`src/rtl/unified_mem_arbiter_pkg.sv`:
```
// Shared types and constants for the unified IF/MEM memory arbiter.
package mem_arb_pkg;

    typedef enum logic {
        OWN_IF = 1'b0,
        OWN_D  = 1'b1
    } owner_t;

    // Byte address -> word address shift for a 32-bit word memory.
    localparam int ADDR_LSB = 2;

    function automatic int be_width(input int data_w);
        return data_w / 8;
    endfunction

endpackage

```
`src/rtl/unified_mem_arbiter_if.sv`:
```
// Request/response and memory-port bundle between the core stages, the arbiter and the memory.
interface unified_mem_arbiter_if
    import mem_arb_pkg::*;
#(
    parameter int ADDR_W = 32,
    parameter int DATA_W = 32
);
    localparam int BE_W = be_width(DATA_W);

    logic                  if_req;
    logic [ADDR_W-1:0]     if_addr;
    logic                  if_gnt;
    logic                  if_rvalid;
    logic [DATA_W-1:0]     if_rdata;

    logic                  d_req;
    logic                  d_we;
    logic [BE_W-1:0]       d_be;
    logic [ADDR_W-1:0]     d_addr;
    logic [DATA_W-1:0]     d_wdata;
    logic                  d_gnt;
    logic                  d_rvalid;
    logic [DATA_W-1:0]     d_rdata;

    logic                  mem_en;
    logic                  mem_we;
    logic [BE_W-1:0]       mem_be;
    logic [ADDR_W-3:0]     mem_addr;
    logic [DATA_W-1:0]     mem_wdata;
    logic [DATA_W-1:0]     mem_rdata;

    modport slave (
        input  if_req, if_addr, d_req, d_we, d_be, d_addr, d_wdata, mem_rdata,
        output if_gnt, if_rvalid, if_rdata, d_gnt, d_rvalid, d_rdata,
        output mem_en, mem_we, mem_be, mem_addr, mem_wdata
    );

    modport master (
        output if_req, if_addr, d_req, d_we, d_be, d_addr, d_wdata, mem_rdata,
        input  if_gnt, if_rvalid, if_rdata, d_gnt, d_rvalid, d_rdata,
        input  mem_en, mem_we, mem_be, mem_addr, mem_wdata
    );

endinterface

```
`src/rtl/unified_mem_arbiter_rsp_steer.sv`:
```
// Routes synchronous-read memory data back to the stage that issued the read and holds it
// per stage; rdata is bypassed from memory in the response cycle and registered afterwards.
module rsp_steer
    import mem_arb_pkg::*;
#(
    parameter int DATA_W = 32
) (
    input  logic              clk,
    input  logic              rst_n,
    input  logic              i_rd_issue,
    input  owner_t            i_rd_owner,
    input  logic [DATA_W-1:0] i_mem_rdata,
    output logic              o_if_rvalid,
    output logic [DATA_W-1:0] o_if_rdata,
    output logic              o_d_rvalid,
    output logic [DATA_W-1:0] o_d_rdata
);

    logic              r_rsp_pending;
    owner_t            r_rsp_owner;
    logic [DATA_W-1:0] r_if_rdata;
    logic [DATA_W-1:0] r_d_rdata;
    logic              w_if_rvalid;
    logic              w_d_rvalid;

    assign w_if_rvalid = r_rsp_pending && (r_rsp_owner == OWN_IF);
    assign w_d_rvalid  = r_rsp_pending && (r_rsp_owner == OWN_D);

    // Reset drops any in-flight read so no response is produced after release.
    always_ff @(posedge clk or negedge rst_n) begin
        if (!rst_n) begin
            r_rsp_pending <= 1'b0;
            r_rsp_owner   <= OWN_IF;
            r_if_rdata    <= '0;
            r_d_rdata     <= '0;
        end else begin
            r_rsp_pending <= i_rd_issue;
            if (i_rd_issue) begin
                r_rsp_owner <= i_rd_owner;
            end
            if (w_if_rvalid) begin
                r_if_rdata <= i_mem_rdata;
            end
            if (w_d_rvalid) begin
                r_d_rdata <= i_mem_rdata;
            end
        end
    end

    assign o_if_rvalid = w_if_rvalid;
    assign o_d_rvalid  = w_d_rvalid;
    assign o_if_rdata  = w_if_rvalid ? i_mem_rdata : r_if_rdata;
    assign o_d_rdata   = w_d_rvalid  ? i_mem_rdata : r_d_rdata;

endmodule

```
`src/rtl/unified_mem_arbiter.sv`:
```
// Phase-driven arbiter sharing one single-port memory between IF fetch and MEM load/store.
// Define PHASE_STEAL_EN to let a lone requester use the other stage's idle phase.
module unified_mem_arbiter
    import mem_arb_pkg::*;
#(
    parameter int ADDR_W = 32,
    parameter int DATA_W = 32
) (
    input  logic                 clk,
    input  logic                 rst_n,
    input  logic                 tick_tock,
    unified_mem_arbiter_if.slave bus
);

    localparam int BE_W = be_width(DATA_W);

    logic            w_if_gnt;
    logic            w_d_gnt;
    logic            w_d_write;
    logic            w_rd_issue;
    owner_t          w_rd_owner;
    logic [BE_W-1:0] w_be;
    logic            w_unused_addr_lsbs;

`ifdef PHASE_STEAL_EN
    assign w_if_gnt = bus.if_req & (tick_tock | ~bus.d_req);
    assign w_d_gnt  = bus.d_req  & (~tick_tock | ~bus.if_req);
`else
    assign w_if_gnt = bus.if_req & tick_tock;
    assign w_d_gnt  = bus.d_req  & ~tick_tock;
`endif

    assign w_d_write = w_d_gnt & bus.d_we;

    // Only a granted MEM write narrows the byte lanes; fetches and loads take the full word.
    generate
        for (genvar gi = 0; gi < BE_W; gi++) begin : g_be
            assign w_be[gi] = ~w_d_write | bus.d_be[gi];
        end
    endgenerate

    assign bus.if_gnt    = w_if_gnt;
    assign bus.d_gnt     = w_d_gnt;
    assign bus.mem_en    = w_if_gnt | w_d_gnt;
    assign bus.mem_we    = w_d_write;
    assign bus.mem_be    = w_be;
    assign bus.mem_addr  = w_d_gnt ? bus.d_addr[ADDR_W-1:ADDR_LSB]
                                   : bus.if_addr[ADDR_W-1:ADDR_LSB];
    assign bus.mem_wdata = bus.d_wdata;

    assign w_rd_issue = w_if_gnt | (w_d_gnt & ~bus.d_we);
    assign w_rd_owner = w_d_gnt ? OWN_D : OWN_IF;

    assign w_unused_addr_lsbs = ^{bus.if_addr[ADDR_LSB-1:0], bus.d_addr[ADDR_LSB-1:0]};

    rsp_steer #(
        .DATA_W (DATA_W)
    ) u_rsp_steer (
        .clk         (clk),
        .rst_n       (rst_n),
        .i_rd_issue  (w_rd_issue),
        .i_rd_owner  (w_rd_owner),
        .i_mem_rdata (bus.mem_rdata),
        .o_if_rvalid (bus.if_rvalid),
        .o_if_rdata  (bus.if_rdata),
        .o_d_rvalid  (bus.d_rvalid),
        .o_d_rdata   (bus.d_rdata)
    );

endmodule

```
`src/flat_wrapper.sv`:
```
// flat-port wrapper written by rule: the top's interface ports become plain ports
module unified_mem_arbiter_flat import mem_arb_pkg::*;
#(
    parameter int ADDR_W = 32,
    parameter int DATA_W = 32
)
  (clk, rst_n, tick_tock, bus_if_req, bus_if_addr, bus_d_req, bus_d_we, bus_d_be, bus_d_addr, bus_d_wdata, bus_mem_rdata, bus_if_gnt, bus_if_rvalid, bus_if_rdata, bus_d_gnt, bus_d_rvalid, bus_d_rdata, bus_mem_en, bus_mem_we, bus_mem_be, bus_mem_addr, bus_mem_wdata);
  unified_mem_arbiter_if #(.ADDR_W(ADDR_W), .DATA_W(DATA_W)) bus_i ();
  input  logic clk;
  input  logic rst_n;
  input  logic tick_tock;
  input wire logic [$bits(bus_i.if_req)-1:0] bus_if_req;
  input wire logic [$bits(bus_i.if_addr)-1:0] bus_if_addr;
  input wire logic [$bits(bus_i.d_req)-1:0] bus_d_req;
  input wire logic [$bits(bus_i.d_we)-1:0] bus_d_we;
  input wire logic [$bits(bus_i.d_be)-1:0] bus_d_be;
  input wire logic [$bits(bus_i.d_addr)-1:0] bus_d_addr;
  input wire logic [$bits(bus_i.d_wdata)-1:0] bus_d_wdata;
  input wire logic [$bits(bus_i.mem_rdata)-1:0] bus_mem_rdata;
  output wire logic [$bits(bus_i.if_gnt)-1:0] bus_if_gnt;
  output wire logic [$bits(bus_i.if_rvalid)-1:0] bus_if_rvalid;
  output wire logic [$bits(bus_i.if_rdata)-1:0] bus_if_rdata;
  output wire logic [$bits(bus_i.d_gnt)-1:0] bus_d_gnt;
  output wire logic [$bits(bus_i.d_rvalid)-1:0] bus_d_rvalid;
  output wire logic [$bits(bus_i.d_rdata)-1:0] bus_d_rdata;
  output wire logic [$bits(bus_i.mem_en)-1:0] bus_mem_en;
  output wire logic [$bits(bus_i.mem_we)-1:0] bus_mem_we;
  output wire logic [$bits(bus_i.mem_be)-1:0] bus_mem_be;
  output wire logic [$bits(bus_i.mem_addr)-1:0] bus_mem_addr;
  output wire logic [$bits(bus_i.mem_wdata)-1:0] bus_mem_wdata;
  assign bus_i.if_req = bus_if_req;
  assign bus_i.if_addr = bus_if_addr;
  assign bus_i.d_req = bus_d_req;
  assign bus_i.d_we = bus_d_we;
  assign bus_i.d_be = bus_d_be;
  assign bus_i.d_addr = bus_d_addr;
  assign bus_i.d_wdata = bus_d_wdata;
  assign bus_i.mem_rdata = bus_mem_rdata;
  assign bus_if_gnt = bus_i.if_gnt;
  assign bus_if_rvalid = bus_i.if_rvalid;
  assign bus_if_rdata = bus_i.if_rdata;
  assign bus_d_gnt = bus_i.d_gnt;
  assign bus_d_rvalid = bus_i.d_rvalid;
  assign bus_d_rdata = bus_i.d_rdata;
  assign bus_mem_en = bus_i.mem_en;
  assign bus_mem_we = bus_i.mem_we;
  assign bus_mem_be = bus_i.mem_be;
  assign bus_mem_addr = bus_i.mem_addr;
  assign bus_mem_wdata = bus_i.mem_wdata;
  unified_mem_arbiter #(.ADDR_W(ADDR_W), .DATA_W(DATA_W)) u_core (.clk(clk), .rst_n(rst_n), .tick_tock(tick_tock), .bus(bus_i));
endmodule
```
`config.mk`:
```
export PLATFORM = sky130hd
export DESIGN_NAME = unified_mem_arbiter_flat
export DESIGN_NICKNAME = d
export VERILOG_FILES = /design/src/rtl/unified_mem_arbiter_pkg.sv /design/src/rtl/unified_mem_arbiter_if.sv /design/src/rtl/unified_mem_arbiter_rsp_steer.sv /design/src/rtl/unified_mem_arbiter.sv /design/src/flat_wrapper.sv
export SDC_FILE = /design/constraint.sdc
export NUM_CORES = 1
export LEC_CHECK = 0
export BUFFER_PORTS_ARGS = -buffer_cell sky130_fd_sc_hd__buf_2
export CORE_AREA = 2 2 107 109
export DETAILED_ROUTE_END_ITERATION = 7
export DIE_AREA = 0 0 109 111
export HOLD_SLACK_MARGIN = 0.03
export PLACE_DENSITY = 0.69
export SYNTH_ARGS = -nofsm -noshare
export SYNTH_HDL_FRONTEND = slang
export SYNTH_HIERARCHICAL = 1
export SYNTH_SLANG_ARGS = --single-unit
export TNS_END_PERCENT = 100
```
`constraint.sdc`:
```
create_clock -name clk -period 1.2 [get_ports clk]
set_input_delay 0.18 -clock clk [delete_from_list [all_inputs] [get_ports clk]]
set_output_delay 0.18 -clock clk [all_outputs]
set_load 0.02 [all_outputs]
```
==> results of run 1 <==
worst max-delay path by stage:
stage | startpoint | end | slack, ps | depth (start not counted)
after floorplan | u_core/u_rsp_steer/r_rsp_owner | bus_if_rdata[10] | -100 | 4
after global placement | u_core/u_rsp_steer/r_rsp_owner | bus_if_rdata[31] | -210 | 4
after detailed placement | u_core/u_rsp_steer/r_rsp_owner | bus_if_rdata[31] | -240 | 4
after CTS | u_core/u_rsp_steer/r_rsp_pending | bus_d_rdata[7] | -590 | 4
after global routing | u_core/u_rsp_steer/r_rsp_owner | bus_d_rdata[19] | -630 | 4
final | u_core/u_rsp_steer/r_rsp_pending | bus_d_rdata[7] | -570 | 4
worst max-delay path, cell delays in order, from the launching register on:
cell and delay, ps:
sky130_fd_sc_hd__dfrtp_1 410, sky130_fd_sc_hd__nand2_2 130, sky130_fd_sc_hd__buf_12 200, sky130_fd_sc_hd__mux2_2 360, sky130_fd_sc_hd__buf_2 160
state kept, by name, summed over array words and instances, names as in the netlist:
name and count:
u_core/u_rsp_steer/r_d_rdata 32, u_core/u_rsp_steer/r_rsp_owner 1, u_core/u_rsp_steer/r_rsp_pending 1, u_core/u_rsp_steer/r_if_rdata 32
per-stage QoR:
step	area [µm²]	hold slack [ps]	instances	setup TNS, ps	power (mW)
after floorplan	3460	-116	219	-7120	5.57
after global placement	4510	92.8	541	-15020	6.53
after detailed placement	4510	97.3	541	-16480	6.63
after CTS	5340	96.4	570	-40180	9.82
after global routing	5620	104	577	-44650	10.7
final	5620	109	577	-38680	10.2
synth_stat cells, drive strengths merged:
master  number
and2         1
buf         40
clkbuf       3
dfrtp       66
inv          4
mux2        95
nand2        3
nand2b       2
nand3b       4
o21ai        1
logic make-up after synthesis:
kind of cell,Yosys count,synth area share (%)
AOI/OAI and AO/OA,1,0.147
buffers and inverters,47,11.4
DFF,66,48.6
muxes,95,37.6
and+or+nand+nor,10,2.28
routing by layer:
metal,up-vias,routed length [µm]
met3,11,944
met1,1195,4020
met5,-,0
li1,1142,-
met4,0,121
met2,157,5680
final cells by class:
type | instances | share of cell area (%)
clock buffer | 9 | 4.00
clock inverter | 7 | 1.36
inverter | 4 | 0.378
multi-input combinational | 107 | 26.4
sequential | 66 | 29.4
tap | 143 | 3.18
timing repair buffer | 241 | 35.4
power by group through the flow:
stage                     combinational (mW)  clock, mW  sequential, mW
after floorplan                         2.54          0            3.03
final                                   4.48       2.62            3.08
after detailed placement                3.53          0            3.10
after global placement                  3.46          0            3.06
after global routing                    4.72       2.80            3.14
after CTS                               4.06       2.69            3.07
repair_timing:
action                                  CTS  global route
gates cloned                              4             1
pin swaps                                 3             3
hold endpoints to repair                 12             0
endpoints found under the setup margin  113           157
gates resized for setup                 112            81
setup buffers                             8             9
hold buffers                              1             0
==> qor_table.md, run 1 <==
| Stage | Result | Reported |
|---|---|---|
| layout | Area Growth Syn to Fin | 65.4% |
| worst hold path | Hold Path Sink | u_core/u_rsp_steer/r_d_rdata[13] |
| place | Minimum setup slack after placement | -238 ps |
| power and ir drop | Logic pwr share | 44.0% |
| floorplanning | Site row count | 39 |
| grt | Congestion Overflow GR | 0 |
| timing | Final Skew | 6.02 ps |
| cts | # clock sinks | 66 |
| cts | H-Tree Depth | 3 |
| floorplanning | Horizontal die dimension | 109 µm |
| timing | Setup slack of the critical path after layout | -571 ps |
| grt | Global routing met2 resource utilization | 29.8% |
| synth | Library cell with the largest summed area after synthesis | sky130_fd_sc_hd__dfrtp_1 |
| power and ir drop | Clk network pwr share | 25.7% |
| power and ir drop | Pleak | 3.01 nW |
| setup path | Worst reg-to-reg setup slack | -130 ps |
| grt | All-Layer GR Usage | 17.0% |
| grt | Largest net degree at the start of global routing | 43 |
| timing | Final Cycle Share | 148% |
| timing | Top achievable clock speed | 0.565 GHz |
| layout | Combined flip-flop and latch cell area | 1650 µm² |
| power and ir drop | Net load switching power | 3.29 mW |
| timing | Final count of hold timing violations | 0 |
| timing | Pin slew with the least headroom to its limit | 341 ps |
| worst hold path | Hold path startpoint | bus_mem_rdata[13] |
| floorplanning | Die height | 111 µm |
| outcome | Outcome | finished, violations left |
| setup path | Maximum net fanout on the critical path | 18 |
| layout | Number of fill cells | 952 |
| drt | Routed wire length | 10800 µm |
| job | Max Cap Viol | 0 |
| drt | Post-DRT Antenna Nets | 0 |
| layout | Number of nets in the layout | 567 |
| power and ir drop | Power Density | 1810 nW/µm² |
| setup path | Reg2Reg Capture Point | u_core/u_rsp_steer/r_if_rdata[26] |
| setup path | Worst setup EP type | output pin |
| setup path | Arrival time at the worst endpoint | 1590 ps |
| setup path | Data required time at the worst endpoint | 1020 ps |
| floorplanning | Total die area | 12100 µm² |
| drt | Drt pass-1 iters | 4 |
| cts | CTS clock-pin slew for the worst setup and hold paths | 60 ps |
| grt | GR Util met1 | 19.0% |
| layout | Share of the core filled with cells in the final layout | 50.8% |
| synth | Yosys warnings | 6 |
| setup path | Critical path type | reg2out |
| grt | Initial antenna violation count | 0 |
| grt | Wire length of the first global-routing pass | 15100 µm |
| synth | Synth Area per Inst | 15.5 µm² |
| cts | Clock Tree Buf Depth | 2 |
| grt | Vias in the first global route | 2642 |
| drt | DRC marker count from the first detailed-route iteration | 78 |
| setup path | Reg-to-reg critical path startpoint | u_core/u_rsp_steer/r_rsp_owner |
| floorplanning | Initial Utilization | 30.7% |
| power and ir drop | Switching Share | 32.3% |
| outcome | Violated checks | setup timing |
| synth | Top cell type's share of synthesized area | 48.6% |
| floorplanning | Std-Cell Core Area | 11100 µm² |
| timing | Slew Limit Fails | 0 |
| timing | Time the worst path needs with I/O delays and setup | 1770 ps |
| cts | Clock Root Buffer | sky130_fd_sc_hd__clkbuf_16 |
| synth | Library cells used by synthesis | 13 |
| cts | TritonCTS buffer count | 9 |
| place | Total of buffers placed on input and output ports | 205 |
| place | RePlAce Congestion | 0.750 |
| place | Half-perimeter wire length after placement | 8040 µm |
| timing | Final setup violation count | 136 |
| synth | Most area-consuming cells after synthesis | sky130_fd_sc_hd__dfrtp_1 49%, sky130_fd_sc_hd__mux2_4 25%, sky130_fd_sc_hd__mux2_2 13% |
| worst hold path | Worst min path class | in2reg |
| layout | Area occupied by multi-input gates | 1480 µm² |
| synth | Cells after Synth | 219 |
| power and ir drop | Internal power | 6.89 mW |
| cts | Clock tree from TritonCTS | done |
| grt | M3 GR Usage | 6.11% |
| synth | Total nets after synthesis | 357 |
| drt | Residual DRC count | 0 |
| cts | Worst-Skew Late Latency | 330 ps |
| timing | Relative slew margins | 77.3% |
| power and ir drop | Maximum ir drop on the vdd rail | 0.974 mV |
| timing | Setup repair after global routing missed its margin | true |
| drt | Post-DR vias/cell | 4.34 |
| layout | Share of layout cells above drive strength 1 | 82.7% |
| worst hold path | Number of stages on the worst hold path | 2 |
| synth | Portion of the post-synthesis area used by sequential elements | 48.6% |
| synth | Synthesis-stage register bit count | 66 |
| grt | Most heavily used metal layer in global routing | met2 |
| power and ir drop | Reg power frac | 30.3% |
| setup path | Cells on worst reg2reg path | 4 |
| layout | Most frequent cells in the layout | 124 x sky130_fd_sc_hd__buf_2, 91 x sky130_fd_sc_hd__buf_6, 83 x sky130_fd_sc_hd__mux2_4 |
| layout | Most common cell after layout, fill and taps aside | sky130_fd_sc_hd__buf_2 |
| setup path | Critical Path Start Type | flop |
| drt | Final routed wire length divided by cell count | 18.7 µm |
| synth | Post-Synthesis Cell Area | 3400 µm² |
| layout | ANT cells | 0 |
| floorplanning | I/O pin cnt | 274 |
| drt | Count of vias placed by the detailed router | 2505 |
Note: power is estimated with default switching activity, not from simulation.
==> run 2, diff against run 1 <==
--- a/config.mk
+++ b/config.mk
@@ -10,6 +10,7 @@
 export DETAILED_ROUTE_END_ITERATION = 7
 export DIE_AREA = 0 0 109 111
 export HOLD_SLACK_MARGIN = 0.03
+export MAX_ROUTING_LAYER = met4
 export PLACE_DENSITY = 0.69
 export SYNTH_ARGS = -nofsm -noshare
 export SYNTH_HDL_FRONTEND = slang
==> constraint.sdc (replaced) <==
create_clock -name clk -period 1.6 [get_ports clk]
set_input_delay 0.24 -clock clk [delete_from_list [all_inputs] [get_ports clk]]
set_output_delay 0.24 -clock clk [all_outputs]
set_load 0.02 [all_outputs]
==> run 2 against run 1 <==
  * The run still ends with setup timing left
  * Clock skew up 0.61 ps
  * Setup slack better by 310 ps
  * Sequential share of layout area up 2.3 points
  * Clock power down 25%
==> qor_table.md, run 2 (synthesized netlist as in run 1, its figures left out) <==
| Stage | Result | Reported | Change |
|---|---|---|---|
| outcome | Outcome | finished, violations left | unchanged |
| outcome | Violated checks | setup timing | unchanged |
| power and ir drop | Maximum ir drop on the vdd rail | 0.824 mV | was 0.974 mV |
| layout | Most frequent cells in the layout | 163 x sky130_fd_sc_hd__buf_2, 68 x sky130_fd_sc_hd__mux2_4, 66 x sky130_fd_sc_hd__dfrtp_1 | was 124 x sky130_fd_sc_hd__buf_2, 91 x sky130_fd_sc_hd__buf_6, 83 x sky130_fd_sc_hd__mux2_4 |
| place | RePlAce Congestion | 0.869 | was 0.750 |
| timing | Slew Limit Fails | 0 | unchanged |
| timing | Final count of hold timing violations | 0 | unchanged |
| layout | Top Registers | u_core/u_rsp_steer/r_d_rdata: 32 flops, u_core/u_rsp_steer/r_if_rdata: 32 flops | unchanged |
| setup path | Data required time at the worst endpoint | 1360 ps | was 1020 ps |
| power and ir drop | Logic pwr share | 42.9% | was 44.0% |
| drt | Final routed wire length divided by cell count | 19.7 µm | was 18.7 µm |
| power and ir drop | Power Density | 1440 nW/µm² | was 1810 nW/µm² |
| timing | Setup Total Neg Slack | -14130 ps | was -38680 ps |
| power and ir drop | Reg power frac | 30.8% | was 30.3% |
| grt | Initial antenna violation count | 0 | unchanged |
| drt | Drt pass-1 iters | 4 | unchanged |
| grt | Largest net degree at the start of global routing | 67 | was 43 |
| timing | Setup slack of the critical path after layout | -261 ps | was -571 ps |
| drt | Residual DRC count | 0 | unchanged |
| timing | Post-route worst hold slack | 175 ps | was 109 ps |
| power and ir drop | Pleak | 2.80 nW | was 3.01 nW |
| place | Total of buffers placed on input and output ports | 205 | unchanged |
| place | Placed cell areas | 4360 µm² | was 4510 µm² |
| timing | Relative slew margins | 76.7% | was 77.3% |
| place | Minimum setup slack after placement | 83.5 ps | was -238 ps |
| timing | Final Skew | 6.63 ps | was 6.02 ps |
| grt | Congestion Overflow GR | 0 | unchanged |
| drt | Count of vias placed by the detailed router | 2509 | was 2505 |
| power and ir drop | Power, Total | 7.50 mW | was 10.2 mW |
| drt | Post-DRT Antenna Nets | 0 | unchanged |
| drt | DRC marker count from the first detailed-route iteration | 103 | was 78 |
| cts | CTS clock-pin slew for the worst setup and hold paths | 60 ps | about the same |
| layout | Share of layout cells above drive strength 1 | 81.9% | was 82.7% |
| cts | TritonCTS buffer count | 9 | unchanged |
| job | Max Cap Viol | 0 | unchanged |
| setup path | Cell-by-cell trace of the critical path | nand2_2 -> buf_12 -> mux2_2 -> buf_2 | unchanged |
| setup path | Slowest cell on the critical path | sky130_fd_sc_hd__dfrtp_1 | unchanged |
| power and ir drop | Clk network pwr share | 26.3% | was 25.7% |
| timing | Final Cycle Share | 116% |  |
| layout | Count of placed standard cells in the final layout, fillers left out | 573 | was 577 |
| floorplanning | Total die area | 12100 µm² | unchanged |
| setup path | Worst setup EP type | output pin | unchanged |
| layout | Share of the core filled with cells in the final layout | 47.1% | was 50.8% |
| worst hold path | Worst min path class | in2reg | unchanged |
| grt | All-Layer GR Usage | 19.3% | was 17.0% |
| timing | Top achievable clock speed | 0.537 GHz |  |
| place | Half-perimeter wire length after placement | 8680 µm | was 8040 µm |
| layout | Area Growth Syn to Fin | 53.5% | was 65.4% |
| floorplanning | Initial Utilization | 30.7% | unchanged |
| cts | Clock tree from TritonCTS | done | unchanged |
| power and ir drop | Switching Share | 32.5% | was 32.3% |
| floorplanning | Die height | 111 µm | unchanged |
| layout | Most common cell after layout, fill and taps aside | sky130_fd_sc_hd__buf_2 | unchanged |
| layout | ANT cells | 0 | unchanged |
| grt | Vias in the first global route | 2718 | was 2642 |
| floorplanning | Site row count | 39 | unchanged |
| drt | Routed wire length | 11300 µm | was 10800 µm |
| power and ir drop | Internal power | 5.06 mW | was 6.89 mW |
| timing | Pin slew with the least headroom to its limit | 349 ps | was 341 ps |
| drt | Post-DR vias/cell | 4.38 | was 4.34 |
| layout | Final non-filler cell area | 5220 µm² | was 5620 µm² |
| cts | H-Tree Depth | 3 | unchanged |
| cts | # clock sinks | 66 | unchanged |
| cts | Clock Root Buffer | sky130_fd_sc_hd__clkbuf_16 | unchanged |
| setup path | Maximum net fanout on the critical path | 28 | was 18 |
| floorplanning | Horizontal die dimension | 109 µm | unchanged |
| setup path | Critical path type | reg2out | unchanged |
| cts | Worst-Skew Late Latency | 330 ps | about the same |
| place | Dpl cells | 533 | was 541 |
| setup path | Delay of the slowest critical-path stage | 410 ps | about the same |
| timing | Time the worst path needs with I/O delays and setup | 1860 ps |  |
| setup path | Critical Path Start Type | flop | unchanged |
| power and ir drop | Net load switching power | 2.43 mW | was 3.29 mW |
| setup path | Arrival time at the worst endpoint | 1620 ps | was 1590 ps |
| grt | Wire length of the first global-routing pass | 16400 µm | was 15100 µm |
| floorplanning | Std-Cell Core Area | 11100 µm² | unchanged |
| floorplanning | I/O pin cnt | 274 | unchanged |
| layout | Number of nets in the layout | 563 | was 567 |
| cts | Clock Tree Buf Depth | 2 | unchanged |
| timing | Final setup violation count | 64 | was 136 |
| timing | Setup repair after global routing missed its margin | true | unchanged |
[run 2: cell types whose count changed in the layout (fill, tap and decap cells not counted), moves of 2 or more]
cell                     change
sky130_fd_sc_hd__buf_6      -46
sky130_fd_sc_hd__buf_2      +39
sky130_fd_sc_hd__mux2_2     +15
sky130_fd_sc_hd__mux2_4     -15
sky130_fd_sc_hd__buf_4       +6
sky130_fd_sc_hd__buf_12      -2
[run 2: critical path: cells and delay by family, from the launching register on]
kind	cells	cell delay (ps)
DFF	1	410
muxes	1	380
buffers and inverters	2	370
and+or+nand+nor	1	110
[run 2: routing by layer]
metal | track usage [%] | vias up | share of wire, %
met5 | - | - | 0
met4 | 4.53 | 0 | 0.88
met3 | 7.58 | 9 | 9.3
met2 | 32.1 | 146 | 52
met1 | 21.7 | 1220 | 38
li1 | - | 1134 | -
[run 2: layout make-up]
class	count	area [µm²]
Clock buffer	10	239
Sequential cell	66	1650
Tap cell	143	179
Clock inverter	6	63.8
Fill cell	990	5860
Multi-Input combinational cell	106	1410
Inverter	4	17.5
Timing Repair Buffer	238	1660
[run 2: repair_timing]
| item | CTS | global route |
|---|---|---|
| setup endpoints to repair | 64 | 65 |
| hold endpoints to repair | 66 | 0 |
| hold buffers | 1 | 0 |
| gates resized for setup | 90 | 15 |
| pin swaps | 0 | 0 |
| gates cloned | 2 | 0 |
| buffers inserted | 16 | 5 |
[run 2: final timing paths]
path,from,endpoint,slack [ps],cells after the start
worst max-delay path,u_core/u_rsp_steer/r_rsp_pending,bus_d_rdata[4],-260,4
worst min-delay path,bus_mem_rdata[26],u_core/u_rsp_steer/r_if_rdata[26],170,2
worst max register to register,u_core/u_rsp_steer/r_rsp_owner,u_core/u_rsp_steer/r_if_rdata[7],80,5
worst min register to register,u_core/u_rsp_steer/r_d_rdata[18],u_core/u_rsp_steer/r_d_rdata[18],490,1
max in group asynchronous,rst_n,u_core/u_rsp_steer/r_if_rdata[9],870,3
min in group asynchronous,rst_n,u_core/u_rsp_steer/r_d_rdata[13],460,3
[run 2: power groups by stage]
stage / Clock, mW / Sequential (mW) / Combinational, mW
4_1_cts: 2.03 / 2.30 / 3.11
6_report: 1.97 / 2.31 / 3.22
3_3_place_gp: 0 / 2.28 / 2.50
2_1_floorplan: 0 / 2.26 / 1.82
5_1_grt: 2.10 / 2.35 / 3.41
3_5_place_dp: 0 / 2.32 / 2.54
